--- config.mk ---
export PLATFORM = sky130hd
export DESIGN_NAME = uart_tx_arb
export DESIGN_NICKNAME = d
export VERILOG_FILES = /design/src/rtl/uart_tx_arb.sv
export SDC_FILE = /design/constraint.sdc
export NUM_CORES = 1
export LEC_CHECK = 0
export BUFFER_PORTS_ARGS = -buffer_cell sky130_fd_sc_hd__buf_2
export CAP_MARGIN = 20
export CORE_MARGIN = 5
export CORE_UTILIZATION = 41
export CTS_BUF_LIST = sky130_fd_sc_hd__clkbuf_8
export DETAILED_ROUTE_END_ITERATION = 10
export MAX_ROUTING_LAYER = met4
export PLACE_DENSITY = 0.88
export SETUP_SLACK_MARGIN = 0.02
export SYNTH_ARGS = -nofsm -noshare
export SYNTH_HDL_FRONTEND = slang
export SYNTH_SLANG_ARGS = --single-unit
--- constraint.sdc ---
create_clock -name clk -period 1.9 [get_ports clk]
set_clock_uncertainty 0.05 [all_clocks]
set_input_delay 0.19 -clock clk [delete_from_list [all_inputs] [get_ports clk]]
set_output_delay 0.19 -clock clk [all_outputs]
set_load 0.01 [all_outputs]
--- src/rtl/uart_tx_arb.sv ---
// ---------------------------------------------------------------------------
// uart_tx_arb
//
// Round-robin, packet-locked arbiter that lets N stream requesters share the
// single stream input of uart_tx. Once a requester wins, it keeps the grant
// until it sends a beat with tlast. Bytes from different sources therefore
// never interleave on the serial line. An optional beat limit (ML) forces a
// release, so one requester cannot hold the UART forever. Any beats it has
// left then compete again as a fresh packet.
//
// Parameters:
//   N  - number of requesters (2..16)
//   DW - data width, must match uart_tx DW (>= 4 when the header is enabled)
//   ML - max beats per grant, 0 = unlimited (release only on tlast)
//
// Optional feature macro: UART_TX_ARB_ID_EN
//   When defined, every grant starts with one header beat carrying the
//   4-bit index of the granted requester in the low bits of m_tdata.
//   The header does not count toward ML.
//
// Ports:
//   clk       in   system clock
//   rst       in   asynchronous active-low reset
//   s_tvalid  in   [N]     per-requester valid
//   s_tready  out  [N]     per-requester ready (only the owner sees m_tready)
//   s_tdata   in   [N*DW]  flattened requester data, requester i at [i*DW +: DW]
//   s_tlast   in   [N]     per-requester end of packet
//   m_tvalid  out          to uart_tx str_tvalid
//   m_tready  in           from uart_tx str_tready
//   m_tdata   out  [DW]    to uart_tx str_tdata
//   m_tlast   out          end of packet (also forced by the ML limit)
//   grant     out  [N]     one-hot current owner, zero when idle
//   busy      out          a grant is held
// ---------------------------------------------------------------------------
module uart_tx_arb #(
    parameter int N  = 4,
    parameter int DW = 8,
    parameter int ML = 0
) (
    input  logic            clk,
    input  logic            rst,
    input  logic [N-1:0]    s_tvalid,
    output logic [N-1:0]    s_tready,
    input  logic [N*DW-1:0] s_tdata,
    input  logic [N-1:0]    s_tlast,
    output logic            m_tvalid,
    input  logic            m_tready,
    output logic [DW-1:0]   m_tdata,
    output logic            m_tlast,
    output logic [N-1:0]    grant,
    output logic            busy
);

    localparam int IW = (N > 1) ? $clog2(N) : 1;
    localparam int CW = (ML > 0) ? $clog2(ML + 1) : 1;
    // Count value at which the current beat is the last one allowed.
    localparam logic [CW-1:0] CNT_LAST = CW'((ML > 0) ? (ML - 1) : 0);

`ifdef UART_TX_ARB_ID_EN
    typedef enum logic [1:0] {
        ST_IDLE = 2'd0,
        ST_HDR  = 2'd1,
        ST_DATA = 2'd2
    } state_t;
`else
    typedef enum logic [0:0] {
        ST_IDLE = 1'b0,
        ST_DATA = 1'b1
    } state_t;
`endif

    state_t          state_q, state_d;
    logic [N-1:0]    grant_q, grant_d;
    logic [IW-1:0]   gidx_q,  gidx_d;
    logic [IW-1:0]   ptr_q,   ptr_d;
    logic [CW-1:0]   cnt_q,   cnt_d;

    logic            win_found;
    logic [IW-1:0]   win_idx;

    // Round-robin search: scan requesters from ptr upward with wrap-around.
    // The first valid one wins. The winner is only consumed in IDLE.
    always_comb begin
        int cand;
        cand      = 0;
        win_found = 1'b0;
        win_idx   = '0;
        for (int i = 0; i < N; i++) begin
            cand = int'(ptr_q) + i;
            if (cand >= N) begin
                cand = cand - N;
            end
            if (!win_found && s_tvalid[IW'(cand)]) begin
                win_found = 1'b1;
                win_idx   = IW'(cand);
            end
        end
    end

    // Next-state and output logic. In DATA the owner is passed straight
    // through. Release happens on the beat that carries m_tlast. The
    // following cycle is always an idle arbitration cycle, so a release and
    // a new grant never share an edge.
    always_comb begin
        logic sel_valid;
        logic sel_last;
        int   nxt;

        state_d   = state_q;
        grant_d   = grant_q;
        gidx_d    = gidx_q;
        ptr_d     = ptr_q;
        cnt_d     = cnt_q;
        m_tvalid  = 1'b0;
        m_tdata   = '0;
        m_tlast   = 1'b0;
        s_tready  = '0;
        sel_valid = 1'b0;
        sel_last  = 1'b0;
        nxt       = 0;

        unique case (state_q)
            ST_IDLE: begin
                if (win_found) begin
                    grant_d = N'(1) << win_idx;
                    gidx_d  = win_idx;
`ifdef UART_TX_ARB_ID_EN
                    state_d = ST_HDR;
`else
                    state_d = ST_DATA;
`endif
                end
            end

`ifdef UART_TX_ARB_ID_EN
            // The header beat is generated locally, so no requester is
            // handshaken while it is on the bus.
            ST_HDR: begin
                m_tvalid = 1'b1;
                m_tdata  = DW'(gidx_q);
                if (m_tready) begin
                    state_d = ST_DATA;
                end
            end
`endif

            ST_DATA: begin
                sel_valid        = s_tvalid[gidx_q];
                sel_last         = s_tlast[gidx_q] | ((ML != 0) && (cnt_q == CNT_LAST));
                m_tvalid         = sel_valid;
                m_tdata          = s_tdata[int'(gidx_q) * DW +: DW];
                m_tlast          = sel_last;
                s_tready[gidx_q] = m_tready;
                if (sel_valid && m_tready) begin
                    if (sel_last) begin
                        nxt = int'(gidx_q) + 1;
                        if (nxt >= N) begin
                            nxt = 0;
                        end
                        state_d = ST_IDLE;
                        grant_d = '0;
                        cnt_d   = '0;
                        ptr_d   = IW'(nxt);
                    end else if (ML != 0) begin
                        cnt_d = cnt_q + 1'b1;
                    end
                end
            end

            default: begin
                state_d = ST_IDLE;
                grant_d = '0;
                cnt_d   = '0;
            end
        endcase
    end

    // State registers. An asynchronous reset drops any packet in flight.
    always_ff @(posedge clk or negedge rst) begin
        if (!rst) begin
            state_q <= ST_IDLE;
            grant_q <= '0;
            gidx_q  <= '0;
            ptr_q   <= '0;
            cnt_q   <= '0;
        end else begin
            state_q <= state_d;
            grant_q <= grant_d;
            gidx_q  <= gidx_d;
            ptr_q   <= ptr_d;
            cnt_q   <= cnt_d;
        end
    end

    assign grant = grant_q;
    assign busy  = (state_q != ST_IDLE);

endmodule

# Word level (Yosys, flattened, before mapping)
# Cells that the tools add are included.
# totals
reg_bits,9
latch_bits,0
ram_bits,0
rom_bits,0
in_bits,43
output_inout_bits,19
elab_cells,84
mem_count,0
# classes
addsub,8
mul,0
div_mod_pow,0
magnitude_cmp,11
eq_ne,3
shift,2
mux,43
bitwise,2
reduce_logical,11
# ops
operator,n
variable part select 32 x 6 -> 8 bit,1
two-way mux 1 bit,20
two-way mux 2 bit,9
"less-than comparator 2 x 4 -> 1 bit, second input constant",4
two-way mux 4 bit,4
binary-select mux 1 bit (select 2 bit),6
">= comparator 3 bit, second input constant",4
two-way mux 8 bit,1
case mux 4 bit (2 select lines),1
"subtractor 2 x 1 -> 2 bit, second input constant",4
"adder 2 x 1 -> 3 bit, second input constant",2
"adder 2 x 2 -> 3 bit, second input constant",2
AND reduction 3 bit,2
logical AND 1 bit,5
AND 4 bit,1
"!= test 2 x 1 -> 1 bit, second input constant",2
"left shift 1 x 2 -> 4 bit, first input constant",1
">= comparator 2 x 3 -> 1 bit, second input constant",1
zero test 1 bit,3
"less-than comparator 2 x 3 -> 1 bit, second input constant",1
demux 1 bit (select 2 bit),1
">= comparator 2 x 1 -> 1 bit, second input constant",1
"!= test 2 bit, second input constant",1
case mux 1 bit (2 select lines),1
2 further kinds,2

# Longest topological paths before layout
# Gate-level depths: netlist of run 1.
# logic_depth
word_depth,18
depth_mapped,5

# Worst setup path after synthesis of run 1
# OpenSTA, ideal clock, no wires.
# synth_path
path_type,reg-to-reg
startpoint,register gidx_q[0]
endpoint,register ptr_q[1]
setup_ns,0.125
arrival_ns,1.513
setup_slack_ns,0.212
path_stages_with_launch,4
path_buffers,0
path_cell_list,dfrtp_1 mux4_1 nand4_4 mux2_4
# synth_via
elab_chain_cells,4
word_cells_on_any_way,9
cone_classes,add/sub (1); order compare (1); mux (5); reduce/logical (2)
# synth_rtl
item,line_no,rtl
"start, declared",74,"logic [IW-1:0] gidx_q, gidx_d;"
"start signal, assigned",189,gidx_q <= gidx_d;
"parallel branches: the longest is 4 deep, another holds adder 2 x 1 -> 3 bit",-,
"end signal, assigned",190,ptr_q <= ptr_d;
"end, declared",75,"logic [IW-1:0] ptr_q, ptr_d;"
# Several ways; the timed one is not identified. The select of a mux whose other input is x is not followed.
# A chain may end at the register's enable or synchronous reset.

# Worst setup path in the final report of run 1
# layout_path
startpoint,register gidx_q[0]
endpoint,output port m_tdata[3]
# layout_via
elab_chain_cells,2
# layout_rtl
item,line_no,rtl
variable part select 32 x 6 -> 8 bit,151,m_tdata = s_tdata[int'(gidx_q) * DW +: DW];
two-way mux 8 bit,122,unique case (state_q)
"end, declared",48,"output logic [DW-1:0] m_tdata,"
# No other way between the ends.

==> results.yml, run 1 <==
clock_network:
  clock_latency_ns: 0.24
  cts-root-buf: "clkbuf_8"
  cts_tree: "built"
  cts_buffers: 3
  clk_pin_slew_ns: 0.05
  htreeDepth: 1
  clk_path_buf_depth: 2
  cts_sinks: 9
run:
  max_cap_violations: 0
yosys:
  ys_seq_elements: 9
  synth_simple_gate_area_share_pct: 22.19
  synth_edf_count: 0
  synth-seq-area-share_pct: 26.99
  synthTopCellsByArea: "dfrtp_1 (27%), mux4_2 (22%), and2_1 (7.5%)"
  ys_warn_count: 0
  synth_fa_ha_area_share_pct: 5.997
  synth.area.mux_share_pct: 29.69
  synth_top_family_by_area: "multiplexers"
  synth_nets: 122
  synth-compound-area-share_pct: 11.24
  synth_area_um2: 834.6
  synth_most_common_cell: "and2_1"
  yosys-top-cells-count: "and2_1 (10), dfrtp_1 (9), mux4_2 (8)"
  synthArstFlopShare_pct: 100.0
  synthFlopType: "dfrtp_1"
  yosysTopAreaCell: "dfrtp_1"
  synth_cell_types: 30
  synth_top_area_share_pct: 26.99
  postSynthAreaPerCell_um2: 11.13
  postSynthCellCount: 75
  synth_xor_area_share_pct: 0
sta:
  tns_ns: 0
  setup_viol: 0
  worst_slack_ns: 0.07008
  min_period_ns: 1.830
  worst_slew_pin_slew_ns: 0.4172
  min_period_over_period_pct: 96.31
  final-hold-violation-count: 0
  max_freq_mhz: 546.5
  rsz0062_at_grt: "false"
  relSlewSlack_pct: 71.97
  slew_viol_final: 0
routing:
  drt_iter0_drc: 9
  vias_per_cell: 5.327
  drc_errors: 0
  wirelength_um: 2548
  routedWlPerCell_um: 14.90
  drtAntennaViolNets: 0
  first_pass_iters: 4
  vias: 911
global_routing:
  antenna_found_initial: 0
  met3_usage_pct: 3.485
  gr-usage-all-layers_pct: 17.45
  use_met2_pct: 32.87
  grt_pass1_wl_um: 3643
  grt_overflow_total: 0
  grt_max_degree: 18
  grt_use_met1_pct: 15.74
  grt_pass1_vias: 876
  grt_busiest_layer: "met2"
die:
  die-area_um2: 3038
  die_h_um: 55.12
  die_x_um: 55.12
  core_um2: 1942
  start_util_pct: 42.98
  io_pins: 62
  rows: 16
worst_hold_path:
  hold_path.class: "in2async"
power:
  combPwrFrac_pct: 65.7
  seqPwrFrac_pct: 21.1
  peakVddDrop_v: 0.0006953
  clkPwrFrac_pct: 13.2
  p_leak_nw: 0.6735
  switching_share_pct: 39.11
  powerDensity_nw_per_um2: 1296
  internal-power_mw: 1.001
  p_switching_mw: 0.6431
layout:
  register_area_um2: 226.5
  finalNetCount: 192
  final_cell_area_um2: 1269
  multi_input_comb_area_um2: 573.1
  area.growth.synth_to_final_pct: 52.02
  fin_cells: 171
  fillCellCount: 162
  utilization_pct: 65.34
  diodes: 0
  drive_above_1_share_pct: 58.33
placement:
  place_hpwl_um: 2144
  place.gp.congestion: 0.7919
  dp_slack_ns: 0.1147
  port-buffer-count: 61
  post_dp_cell_area_um2: 1186
  placed_cells: 163
setup_path:
  critPathArrivalTime_ns: 1.59
  path_class: "reg2out"
  required_ns: 1.66
  start_kind: "flip-flop"
  cp_max_fo: 8
  crit_path_end_kind: "primary output"
run_status:
  status: "finished, final reports clean"
[routing by layer]
metal  part of all wire [%]  up-vias
met1                     34      429
met4                    2.4        0
met5                      0        -
met3                     14        6
met2                     49       50
li1                       -      426
[cell type report]
class,instances,share of cell area (%)
multi-input combinational,58,45.17
timing repair buffer,69,29.59
sequential,9,17.85
clock buffer,3,3.254
tap,27,2.663
inverter,4,1.183
clock inverter,1,0.2959
[worst max-delay path, stage by stage (launching register included)]
cell	delay, ns
dfrtp_2	0.40
buf_8	0.16
mux4_2	0.50
and2_1	0.17
buf_2	0.13
[cells by family after synthesis]
family / count (synthesis)
DFF: 9
adders and majority gates: 4
AOI/OAI and AO/OA: 13
buffers and inverters: 8
muxes: 11
and+or+nand+nor: 30
[placed cells by master (no fill, tap or decap), types with 2 or more instances in the layout]
cell      count
nor3_1        2
and3_1        4
a32o_1        2
clkbuf_8      3
inv_1         5
nand2b_1      2
buf_4         6
ha_1          4
o21ai_0       3
mux4_2        9
nand3_1       2
and2_1       10
buf_2        61
nand2_1       4
a21oi_1       2
dfrtp_1       8
[stage by stage]
stage / hold slack, ns / total power, mW
global route: 0.2947 / 1.780
global placement: -0.009910 / 1.327
CTS: 0.2764 / 1.646
floorplan: -0.1556 / 1.007
detailed placement: -0.004578 / 1.372
finish: 0.2762 / 1.644
[power groups by stage]
stage	clock network, mW	logic (mW)	registers (mW)
CTS	0.222	1.08	0.345
global placement	0	0.983	0.344
detailed placement	0	1.02	0.349
finish	0.217	1.08	0.347
global route	0.233	1.19	0.360
floorplan	0	0.657	0.349
[flip-flops by register name, summed over array words and instances (netlist names)]
name	count
grant	4
gidx_q	2
busy	1
ptr_q	2
[timing repair]
action                                 in CTS  in global routing
pin swaps                                   0                  0
buffers inserted                            2                  1
endpoints found under the hold margin       9                  0
setup endpoints to repair                   9                  2
resized for setup                           3                  1
hold buffers                                1                  0
[path summary, 6_finish.rpt]
| kind | startpoint | endpoint | slack, ns | depth (start not counted) |
|---|---|---|---|---|
| max | gidx_q[0] | m_tdata[3] | 0.07 | 4 |
| min | rst | grant[0] | 0.28 | 2 |
| max reg2reg | gidx_q[0] | ptr_q[1] | 0.08 | 5 |
| min reg2reg | grant[1] | grant[1] | 0.47 | 2 |
| max in group asynchronous | rst | gidx_q[0] | 1.33 | 2 |
| min in group clk | s_tvalid[1] | busy | 0.28 | 3 |
No activity file was read; power rests on OpenSTA's default activity.
==> inputs of run 2 (changes only) <==
- CORE_UTILIZATION: 41 -> 37
- PLACE_DENSITY: 0.88 -> 0.85
- clock period: 1.9 -> 1.5 ns (I/O delays scaled with it)
==> results.yml, run 2 (synthesis gave the netlist of run 1 again) <==
layout:
  fin_cells: 178
  utilization_pct: 65.11
  final_cell_mix: "buf_2 (54), buf_6 (13), mux4_2 (10)"
  fillCellCount: 164
  diodes: 0
  finalNetCount: 198
  area.growth.synth_to_final_pct: 70.91
  drive_above_1_share_pct: 70.00
  final_cell_area_um2: 1426
  mostFrequentLayoutCell: "buf_2"
  largest_register_ffs: 4
sta:
  min_period_ns: 1.803
  rsz0062_at_grt: "true"
  tns_ns: -4.654
  worst_slew_pin_slew_ns: 0.5011
  setup_viol: 21
  final-hold-violation-count: 0
  max_freq_mhz: 554.5
  slew_viol_final: 0
  fin_hold_ws_ns: 0.2156
  relSlewSlack_pct: 66.29
  min_period_over_period_pct: 120.2
  worst_slack_ns: -0.3035
setup_path:
  path_class: "reg2out"
  cp_max_fo: 6
  start_kind: "flip-flop"
  critPathArrivalTime_ns: 1.60
  crit_path_end_kind: "primary output"
  required_ns: 1.30
worst_hold_path:
  hold_path.class: "in2reg"
power:
  p_total_mw: 2.528
  powerDensity_nw_per_um2: 1772
  peakVddDrop_v: 0.001192
  p_leak_nw: 0.7418
die:
  die_x_um: 57.49
  die-area_um2: 3305
  core_um2: 2191
  start_util_pct: 38.09
  rows: 17
  die_h_um: 57.49
  io_pins: 62
placement:
  place.gp.congestion: 0.8834
  placed_cells: 167
  post_dp_cell_area_um2: 1225
  port-buffer-count: 61
  place_hpwl_um: 2063
  dp_slack_ns: -0.1398
run_status:
  violations: "negative setup slack"
  status: "finished, violations left"
global_routing:
  antenna_found_initial: 0
  grt_max_degree: 18
  grt_overflow_total: 0
  grt_pass1_vias: 960
  gr-usage-all-layers_pct: 16.46
  grt_pass1_wl_um: 4229
routing:
  drc_errors: 0
  first_pass_iters: 4
  routedWlPerCell_um: 14.75
  vias: 924
  drt_iter0_drc: 19
  drtAntennaViolNets: 0
  vias_per_cell: 5.191
  wirelength_um: 2626
clock_network:
  cts_tree: "built"
  cts_buffers: 3
  cts-root-buf: "clkbuf_8"
  clk_pin_slew_ns: 0.04
  cts_sinks: 9
  clk_path_buf_depth: 2
  clock_latency_ns: 0.23
  htreeDepth: 1
run:
  max_cap_violations: 0
run 2: cell types whose count changed in the layout (fill, tap and decap cells not counted), moves of 2 or more:
cell and change:
nand3_2 +2, o21ai_0 -3, and2_1 -7, o21ai_1 +3
buf_2 -7, nand3_1 -2, buf_6 +13, and2_4 +7
run 2: where the power goes:
| group | internal (mW) | switching, mW |
|---|---|---|
| Sequential | 0.335 | 0.107 |
| Clock | 0.178 | 0.0927 |
| Combinational | 1.11 | 0.708 |
| Total | 1.62 | 0.907 |
run 2: per-layer routing:
layer / share of wire [%] / wire (um) / track usage, %
met5: 0 / 0 / -
met4: 0 / 0 / 1.987
met3: 13 / 337 / 6.561
met2: 50 / 1314 / 28.06
met1: 37 / 975 / 18.63
run 2: cell type report:
cell class	instances	area (um^2)	share of cell area [%]
Timing Repair Buffer	75	491.7	34.47
Clock inverter	1	3.754	0.2632
Multi-Input combinational cell	58	613.1	42.98
Tap cell	28	35.03	2.456
Inverter	4	15.01	1.053
Sequential cell	9	226.5	15.88
Clock buffer	3	41.29	2.895
run 2: worst max-delay path, cell delays in order (launching register included):
cell	delay [ns]
dfrtp_2	0.45
buf_6	0.14
mux4_2	0.49
and2_1	0.16
buf_2	0.13
run 2: final timing paths:
path                         endpoint  slack [ns]  depth (start not counted)   startpoint
max in group asynchronous   gidx_q[0]        0.95                          2          rst
setup reg to reg             ptr_q[1]       -0.28                          5    gidx_q[0]
setup / recovery           m_tdata[6]       -0.30                          4    gidx_q[0]
hold reg to reg              grant[3]        0.48                          1     grant[3]
hold / removal                   busy        0.22                          3  s_tvalid[1]
min in group asynchronous    grant[3]        0.25                          2          rst
run 2: repair_timing:
item / 4_1_cts / 5_1_grt
resized for setup: 16 / 15
hold buffers: 1 / 0
endpoints found under the hold margin: 9 / 0
endpoints found under the setup margin: 21 / 22
pin swaps: 14 / 1
setup buffers: 4 / 2
